File: config.mk
export PLATFORM = sky130hd
export DESIGN_NAME = instr_fetch
export DESIGN_NICKNAME = d
export VERILOG_FILES = /design/src/rtl/instr_fetch.sv
export SDC_FILE = /design/constraint.sdc
export NUM_CORES = 1
export LEC_CHECK = 0
export CORE_MARGIN = 3
export CORE_UTILIZATION = 50
export DETAILED_ROUTE_END_ITERATION = 7
export HOLD_SLACK_MARGIN = 0.1
export PLACE_DENSITY_LB_ADDON = 0.12
export SETUP_SLACK_MARGIN = 0.4
export SLEW_MARGIN = 15
export SYNTH_ARGS = -nofsm -noshare
export SYNTH_HDL_FRONTEND = slang
export SYNTH_SLANG_ARGS = --single-unit
export TNS_END_PERCENT = 50
File: constraint.sdc
create_clock -name clk -period 6 [get_ports clk]
set_input_delay 0.6 -clock clk [delete_from_list [all_inputs] [get_ports clk]]
set_output_delay 0.6 -clock clk [all_outputs]
set_load 0.1 [all_outputs]
File: src/rtl/instr_fetch.sv
// Instruction fetch: one outstanding imem request feeding a DEPTH-entry buffer toward decode.
// Latency: request issued the cycle after IDLE sees a free slot; head visible the cycle after imem_ack.
// Backpressure: a full buffer stops new requests. Redirect flushes and drops any in-flight response.
// Optional build macro FETCH_MISALIGN_CHECK_EN adds the sticky fetch_misalign output.
module instr_fetch #(
    parameter int DEPTH = 2
) (
    input  logic        clk,
    input  logic        reset,
    input  logic [31:0] pc,
    output logic [31:0] pc_next,
    input  logic        redirect,
    input  logic [31:0] redirect_pc,
    output logic        imem_req,
    output logic [31:0] imem_addr,
    input  logic        imem_ack,
    input  logic [31:0] imem_rdata,
    output logic        inst_valid,
    input  logic        inst_ready,
    output logic [31:0] inst,
    output logic [31:0] inst_pc
`ifdef FETCH_MISALIGN_CHECK_EN
    ,
    output logic        fetch_misalign
`endif
);

    localparam int PTR_W = (DEPTH > 1) ? $clog2(DEPTH) : 1;

    typedef logic [PTR_W-1:0] ptr_t;
    typedef logic [PTR_W:0]   cnt_t;

    typedef struct packed {
        logic [31:0] pc;
        logic [31:0] inst;
    } entry_t;

    typedef enum logic [1:0] {
        IDLE = 2'd0,
        WAIT = 2'd1,
        DROP = 2'd2
    } state_t;

    state_t      state_q, state_d;
    logic [31:0] req_addr_q, req_addr_d;
    ptr_t        wr_ptr_q, wr_ptr_d;
    ptr_t        rd_ptr_q, rd_ptr_d;
    cnt_t        count_q, count_d;
    entry_t      fifo_q [DEPTH];
    entry_t      head;

    logic        push;
    logic        pop;
    logic        halt;
    logic [31:0] target;

`ifdef FETCH_MISALIGN_CHECK_EN
    logic misalign_q, misalign_d;

    // A misaligned redirect latches the error until reset and blocks further fetches.
    assign misalign_d     = misalign_q | (redirect & (redirect_pc[1:0] != 2'b00));
    assign halt           = misalign_q;
    assign target         = redirect_pc;
    assign fetch_misalign = misalign_q;

    // Sticky misalign flag, cleared only by reset.
    always_ff @(posedge clk) begin
        if (reset) begin
            misalign_q <= 1'b0;
        end else begin
            misalign_q <= misalign_d;
        end
    end
`else
    logic unused_redirect_lsbs;

    // Without the check the low target bits are forced to word alignment.
    assign halt                 = 1'b0;
    assign target               = {redirect_pc[31:2], 2'b00};
    assign unused_redirect_lsbs = ^redirect_pc[1:0];
`endif

    assign head       = fifo_q[rd_ptr_q];
    assign inst       = head.inst;
    assign inst_pc    = head.pc;
    assign inst_valid = (count_q != '0);
    assign imem_req   = (state_q != IDLE);
    assign imem_addr  = req_addr_q;

    // A pop in a redirect cycle is void: the flush wins.
    assign pop = inst_valid & inst_ready & ~redirect;

    // Next-state logic; a response that arrives with or after a redirect is never pushed.
    always_comb begin
        state_d    = state_q;
        req_addr_d = req_addr_q;
        push       = 1'b0;
        case (state_q)
            IDLE: begin
                if (!redirect && !halt && (count_q != cnt_t'(DEPTH))) begin
                    req_addr_d = pc;
                    state_d    = WAIT;
                end
            end
            WAIT: begin
                if (redirect) begin
                    state_d = imem_ack ? IDLE : DROP;
                end else if (imem_ack) begin
                    push    = 1'b1;
                    state_d = IDLE;
                end
            end
            DROP: begin
                // The ack retires the stale request even if another redirect arrives with it;
                // waiting for a second ack would hang the fetch unit.
                if (imem_ack) begin
                    state_d = IDLE;
                end
            end
            default: state_d = IDLE;
        endcase
    end

    // Buffer pointer and occupancy update; redirect clears everything.
    always_comb begin
        wr_ptr_d = wr_ptr_q;
        rd_ptr_d = rd_ptr_q;
        count_d  = count_q;
        if (redirect) begin
            wr_ptr_d = '0;
            rd_ptr_d = '0;
            count_d  = '0;
        end else begin
            if (push) begin
                wr_ptr_d = wr_ptr_q + ptr_t'(1);
            end
            if (pop) begin
                rd_ptr_d = rd_ptr_q + ptr_t'(1);
            end
            count_d = count_q + cnt_t'(push) - cnt_t'(pop);
        end
    end

    // Next PC toward program_counter: redirect, then advance on an accepted fetch, else hold.
    always_comb begin
        pc_next = pc;
        if (reset) begin
            pc_next = pc;
        end else if (redirect) begin
            pc_next = target;
        end else if (push) begin
            pc_next = pc + 32'd4;
        end
    end

    // Control state registers with synchronous reset.
    always_ff @(posedge clk) begin
        if (reset) begin
            state_q    <= IDLE;
            req_addr_q <= '0;
            wr_ptr_q   <= '0;
            rd_ptr_q   <= '0;
            count_q    <= '0;
        end else begin
            state_q    <= state_d;
            req_addr_q <= req_addr_d;
            wr_ptr_q   <= wr_ptr_d;
            rd_ptr_q   <= rd_ptr_d;
            count_q    <= count_d;
        end
    end

    // Buffer storage; entries are only observed while counted, so no reset is needed.
    always_ff @(posedge clk) begin
        if (push) begin
            fifo_q[wr_ptr_q] <= {req_addr_q, imem_rdata};
        end
    end

endmodule

==> results of run 1 <==
## through the flow
stage	std cells	utilization, %	hold slack [ps]	setup slack (ps)	power [mW]
after floorplan	575	-	472	1400	1.69
after global placement	955	68.5	457	1820	1.86
after detailed placement	955	68.5	474	1810	1.87
after global routing	987	73.0	502	1600	3.06
after CTS	987	73.0	481	1800	2.98
final	987	73.0	479	1730	2.97
## synth_stat cells (2+ instances only)
cell	n	area, sq um
and3_1	7	43.8
nand3_1	7	35.0
xor2_1	2	17.5
a2bb2oi_1	3	26.3
a31oi_1	2	12.5
nand2_1	80	300
inv_1	10	37.5
a311oi_1	6	52.6
nor2b_1	5	31.3
o22ai_1	12	75.1
buf_1	2	7.51
a21oi_1	49	245
buf_2	3	15.0
nor2_2	2	12.5
nor4_1	3	18.8
a22oi_1	5	37.5
o21ai_0	10	50.1
nand4_1	6	37.5
o31ai_1	2	15.0
clkbuf_1	26	97.6
nor3b_1	2	15.0
or3_1	2	12.5
edfxtp_1	128	3840
mux2i_1	2	20.0
a211oi_1	5	37.5
nor2_1	25	93.8
and4_1	4	35.0
nor3_1	16	80.1
mux2_2	64	721
nor4_4	2	42.5
and2_1	9	56.3
a32oi_1	2	17.5
o22a_1	5	43.8
xnor2_1	2	17.5
o21ai_1	2	10.0
ha_1	3	37.5
dfxtp_1	39	781
## kinds of logic after synthesis
logic type               after synthesis  synth area share, %
AO/OA/AOI/OAI                        110                 9.52
XOR/XNOR                               4                0.485
adder cells (fa/ha/maj)                3                0.520
buffers and inverters                 45                 2.46
flip-flops                           167                 64.1
multiplexers                          66                 10.3
AND/OR/NAND/NOR                      180                 12.7
## state kept, by name (all words and copies together) (netlist names), named ones only
| signal | count |
|---|---|
| count_q | 2 |
| fifo_q | 128 |
| imem_addr | 32 |
| rd_ptr_q | 1 |
| state_q | 2 |
| wr_ptr_q | 1 |
## critical path: stages
cell	delay (ps)
clkdlybuf4s50_1	500
buf_4	360
and4bb_2	330
nand3_1	380
o22ai_1	150
a21oi_1	170
clkdlybuf4s50_1	1160
## layout make-up
type | count | area [sq um] | share of cell area (%)
Sequential cell | 167 | 4630 | 45.3
Multi-Input combinational cell | 363 | 2440 | 23.9
Clock buffer | 20 | 489 | 4.79
Timing Repair Buffer | 233 | 2260 | 22.1
Inverter | 12 | 45.0 | 0.441
Clock inverter | 12 | 131 | 1.29
Tap cell | 180 | 225 | 2.20
## worst paths after layout
path / from / depth (start not counted) / end / slack [ps]
min reg2reg: imem_addr[25]$_SDFFE_PP0P_ / 0 / fifo_q[1][57]$_DFFE_PP_ / 480
max reg2reg: state_q[1]$_SDFFE_PP0P_ / 4 / fifo_q[0][38]$_DFFE_PP_ / 3590
min: imem_addr[25]$_SDFFE_PP0P_ / 0 / fifo_q[1][57]$_DFFE_PP_ / 480
max: redirect / 7 / pc_next[10] / 1730
## report_power, final
part           internal, mW  switching [mW]  total (mW)
Combinational         0.155           0.411       0.566
Clock                 0.645           0.473        1.12
Sequential             1.27          0.0159        1.28
Total                  2.07           0.900        2.97
## layer usage
| layer | GRT usage, % | vias up | wire length (um) |
|---|---|---|---|
| met5 | 0 | - | 0 |
| met4 | 7.82 | 0 | 410 |
| met3 | 7.12 | 35 | 1460 |
| met2 | 39.5 | 267 | 9550 |
| met1 | 29.8 | 2685 | 7710 |
| li1 | - | 2601 | - |
==> flow_summary.json, run 1 <==
{
  "final_common_cell": "clkdlybuf4s50_1",
  "setup_viol": 0,
  "clock.fmax_mhz": 234,
  "grt_max_degree": 65,
  "crit_path_end_kind": "output port",
  "io_pins": 231,
  "synth_edf_count": 128,
  "first_iter_violations": 473,
  "fin_crit_ps": 4270,
  "grt_pass1_vias": 5506,
  "cts_sinks": 167,
  "seq_area_frac_synth_pct": 64.1,
  "ant_nets": 0,
  "layout.nets": 898,
  "clk_latency_ps": 420,
  "die_area_sq_mm": 0.0159,
  "dpl_cell_area_sq_mm": 0.00959,
  "vias": 5588,
  "wl_per_cell_um": 19.4,
  "cts-root-buf": "clkbuf_16",
  "powerDensity_mw_per_mm2": 291,
  "status": "complete, no violations",
  "clk_pin_slew_worst_paths_ps": 60,
  "critPathRequiredTime_ps": 5400,
  "area_growth_pct": 41.5,
  "drive_gt1_share_pct": 17.7,
  "post_cts_buffers": 0,
  "synth.distinct_cells": 58,
  "gp_congestion": 0.896,
  "period_share_pct": 71.1,
  "cts_buffers": 17,
  "syn-cell-area_sq_mm": 0.00722,
  "path_class": "input pin to output port",
  "final_cell_area_sq_mm": 0.0102,
  "synth_flop_cell": "edfxtp_1",
  "synth_seq_cells": 167,
  "core_sq_mm": 0.0140,
  "dr.pass1.iters": 5,
  "postCtsHoldBufs": 0,
  "vias_per_cell": 5.66,
  "crit_fanout": 33,
  "h-tree-depth": 4,
  "critPathLaunchType": "input pin",
  "slew_headroom_pct": 30.6,
  "rsz0062_at_grt": "false",
  "hp-class": "flip-flop to flip-flop",
  "worst_pin_slew_ps": 1040,
  "maxCapViolations": 0,
  "wl_um": 19100,
  "ys_warn_count": 0,
  "peakVddDrop_mv": 0.213,
  "nFillCells": 959,
  "clockBufferDepth": 2,
  "ys_async_sr_fraction_pct": 0,
  "grtUsageTotal_pct": 23.7,
  "p_leak_nw": 3.60,
  "antenna_cells": 0,
  "fin_skew_ps": 7.31,
  "finalSetupTns_ps": 0,
  "io_buffers": 228,
  "final_cell_mix": "205 x clkdlybuf4s50_1, 128 x edfxtp_1, 80 x nand2_1, 64 x mux2_2, 49 x a21oi_1",
  "die_x_um": 126,
  "die_h_um": 126,
  "start_util_pct": 51.6,
  "syn_avg_cell_area_sq_um": 12.6,
  "synth_nets": 679,
  "tritoncts": "built",
  "hpwl_um": 13100,
  "grt_antenna_before_repair": 0,
  "grt_overflow_total": 0,
  "worstPathArrival_ps": 3670,
  "synthCells": 575,
  "slew_viol_final": 0,
  "hold_viol": 0,
  "cts.repair.resized": 0,
  "grt_pass1_wl_um": 29500,
  "std_cell_rows": 43,
  "drc": 0
}
Power figures use the tool's default switching activity.
==> inputs of run 2 (changes only) <==
--- a/config.mk
+++ b/config.mk
@@ -6,7 +6,7 @@
 export NUM_CORES = 1
 export LEC_CHECK = 0
 export CORE_MARGIN = 3
-export CORE_UTILIZATION = 50
+export CORE_UTILIZATION = 47
 export DETAILED_ROUTE_END_ITERATION = 7
 export HOLD_SLACK_MARGIN = 0.1
 export PLACE_DENSITY_LB_ADDON = 0.12
==> constraint.sdc (replaced) <==
create_clock -name clk -period 4.4 [get_ports clk]
set_input_delay 0.44 -clock clk [delete_from_list [all_inputs] [get_ports clk]]
set_output_delay 0.44 -clock clk [all_outputs]
set_load 0.1 [all_outputs]
==> flow_summary.json, run 2 (synthesis results as in run 1) <==
{
  "status": "complete, no violations",
  "path_cells": "clkdlybuf4s50_1 -> and4bb_2 -> nand3_1 -> nor4_4 -> a311oi_1 -> a311oi_2 -> buf_12",
  "reg2reg_slack_ps": 2340,
  "intPower_mw": 2.89,
  "top_register": "fifo_q",
  "antenna_cells": 0,
  "cpLargestDelayFamily": "simple AND/OR/NAND/NOR gates",
  "ant_nets": 0,
  "hold_viol": 0,
  "maxCapViolations": 0,
  "start_util_pct": 48.9,
  "rsz0062_at_grt": "false",
  "final_cell_mix": "195 x clkdlybuf4s50_1, 128 x edfxtp_1, 80 x nand2_1, 64 x mux2_2, 49 x a21oi_1",
  "postCtsHoldBufs": 0,
  "finalSetupTns_ps": 0,
  "post_cts_buffers": 0,
  "hold_ws_ps": 479,
  "r2r_end": "fifo_q[0][38]$_DFFE_PP_",
  "cts_sinks": 167,
  "vias_per_cell": 5.58,
  "grt_antenna_before_repair": 0,
  "layout.nets": 902,
  "setup.worst_path.start": "redirect",
  "cpPeakStageDelay_ps": 570,
  "powerDensity_mw_per_mm2": 388,
  "drc": 0,
  "worst-path-buf-inv": 2,
  "slew_headroom_pct": 31.3,
  "fin_skew_ps": 6.27,
  "cts_buffers": 17,
  "clock.fmax_mhz": 283,
  "worstPathArrival_ps": 3100,
  "path_class": "input pin to output port",
  "fin_crit_ps": 3540,
  "crit_path_end_kind": "output port",
  "die_area_sq_mm": 0.0169,
  "clockPowerShare_pct": 36.9,
  "p_switching_mw": 1.21,
  "reg2reg_depth": 4,
  "cp_slowest_cell": "clkdlybuf4s50_1",
  "grtUsageTotal_pct": 23.1,
  "io_pins": 231,
  "gp_congestion": 0.897,
  "critPathRequiredTime_ps": 3960,
  "std_cell_rows": 44,
  "dr.pass1.iters": 5,
  "r2r-start": "state_q[1]$_SDFFE_PP0P_",
  "seq_power_share_pct": 42.7,
  "cts.repair.resized": 0,
  "clk_pin_slew_worst_paths_ps": 60,
  "hp-class": "flip-flop to flip-flop",
  "grt_pass1_vias": 5563,
  "h-tree-depth": 4,
  "cp-endpoint": "pc_next[24]",
  "grt_overflow_total": 0,
  "cts-root-buf": "clkbuf_16",
  "min_from": "imem_addr[6]$_SDFFE_PP0P_",
  "wl_um": 19600,
  "worst_pin_slew_ps": 1030,
  "hpwl_um": 13600,
  "slew_viol_final": 0,
  "grt_max_degree": 65,
  "tritoncts": "built",
  "grt_pass1_wl_um": 29900,
  "combPwrFrac_pct": 20.4,
  "area_growth_pct": 46.3,
  "period_share_pct": 80.4,
  "first_iter_violations": 422,
  "largest_register_ffs": 128,
  "die_h_um": 130,
  "core_sq_mm": 0.0148,
  "switching_share_pct": 29.5,
  "peakVddDrop_mv": 0.283,
  "drive_gt1_share_pct": 19.7,
  "critPathLaunchType": "input pin",
  "io_buffers": 228,
  "die_x_um": 130,
  "clk_latency_ps": 420,
  "vias": 5552,
  "clockBufferDepth": 2,
  "p_leak_nw": 3.74,
  "setup_viol": 0,
  "path_depth": 7,
  "final_common_cell": "clkdlybuf4s50_1",
  "crit_fanout": 9,
  "wl_per_cell_um": 19.7
}
-- run 2: worst min-delay path by stage --
stage / endpoint / slack, ps / cells past startpoint
finish: fifo_q[1][38]$_DFFE_PP_ / 480 / 0
global route: fifo_q[1][46]$_DFFE_PP_ / 500 / 0
CTS: fifo_q[1][38]$_DFFE_PP_ / 490 / 0
detailed placement: fifo_q[1][39]$_DFFE_PP_ / 470 / 0
global placement: fifo_q[0][33]$_DFFE_PP_ / 460 / 0
floorplan: flip-flop / 470 / 2
-- run 2: worst reg2reg max path: cells and delay by family (launching register included) --
kind          cells  cell delay, ps
flops             1             340
buf+inv           2             430
simple gates      2             930
-- run 2: cell type report --
| cell class | count | area (sq um) |
|---|---|---|
| inverters | 12 | 45.0 |
| multi-input cells | 363 | 2470 |
| clock inverters | 14 | 171 |
| well taps | 184 | 230 |
| repair buffers | 237 | 2590 |
| clock buffers | 18 | 429 |
| flip-flops and latches | 167 | 4630 |
| fillers | 1038 | 4190 |
-- run 2: power groups by stage --
| stage | logic (mW) | registers [mW] | clock network (mW) |
|---|---|---|---|
| 2_1_floorplan | 0.400 | 1.91 | 0 |
| 3_3_place_gp | 0.823 | 1.78 | 0 |
| 3_5_place_dp | 0.832 | 1.79 | 0 |
| 4_1_cts | 0.835 | 1.75 | 1.54 |
| 5_1_grt | 0.864 | 1.76 | 1.60 |
| 6_report | 0.835 | 1.75 | 1.51 |
-- run 2: metrics by stage --
step | setup WS (ps) | util (%) | std cells | total power [mW] | cell area (sq um)
after floorplan | 400 | - | 575 | 2.31 | 7260
after global placement | 1030 | 67.5 | 963 | 2.61 | 9960
after detailed placement | 885 | 67.5 | 963 | 2.62 | 9960
after CTS | 891 | 71.6 | 995 | 4.12 | 10600
after global routing | 756 | 71.6 | 995 | 4.22 | 10600
final | 862 | 71.6 | 995 | 4.10 | 10600
-- run 2: layer usage --
metal,global-route usage (%),share of wire [%],up-vias
li1,-,-,2600
met1,27.7,39,2671
met2,39.8,51,243
met3,6.47,7.7,38
met4,8.56,2.3,0
met5,0,0,-
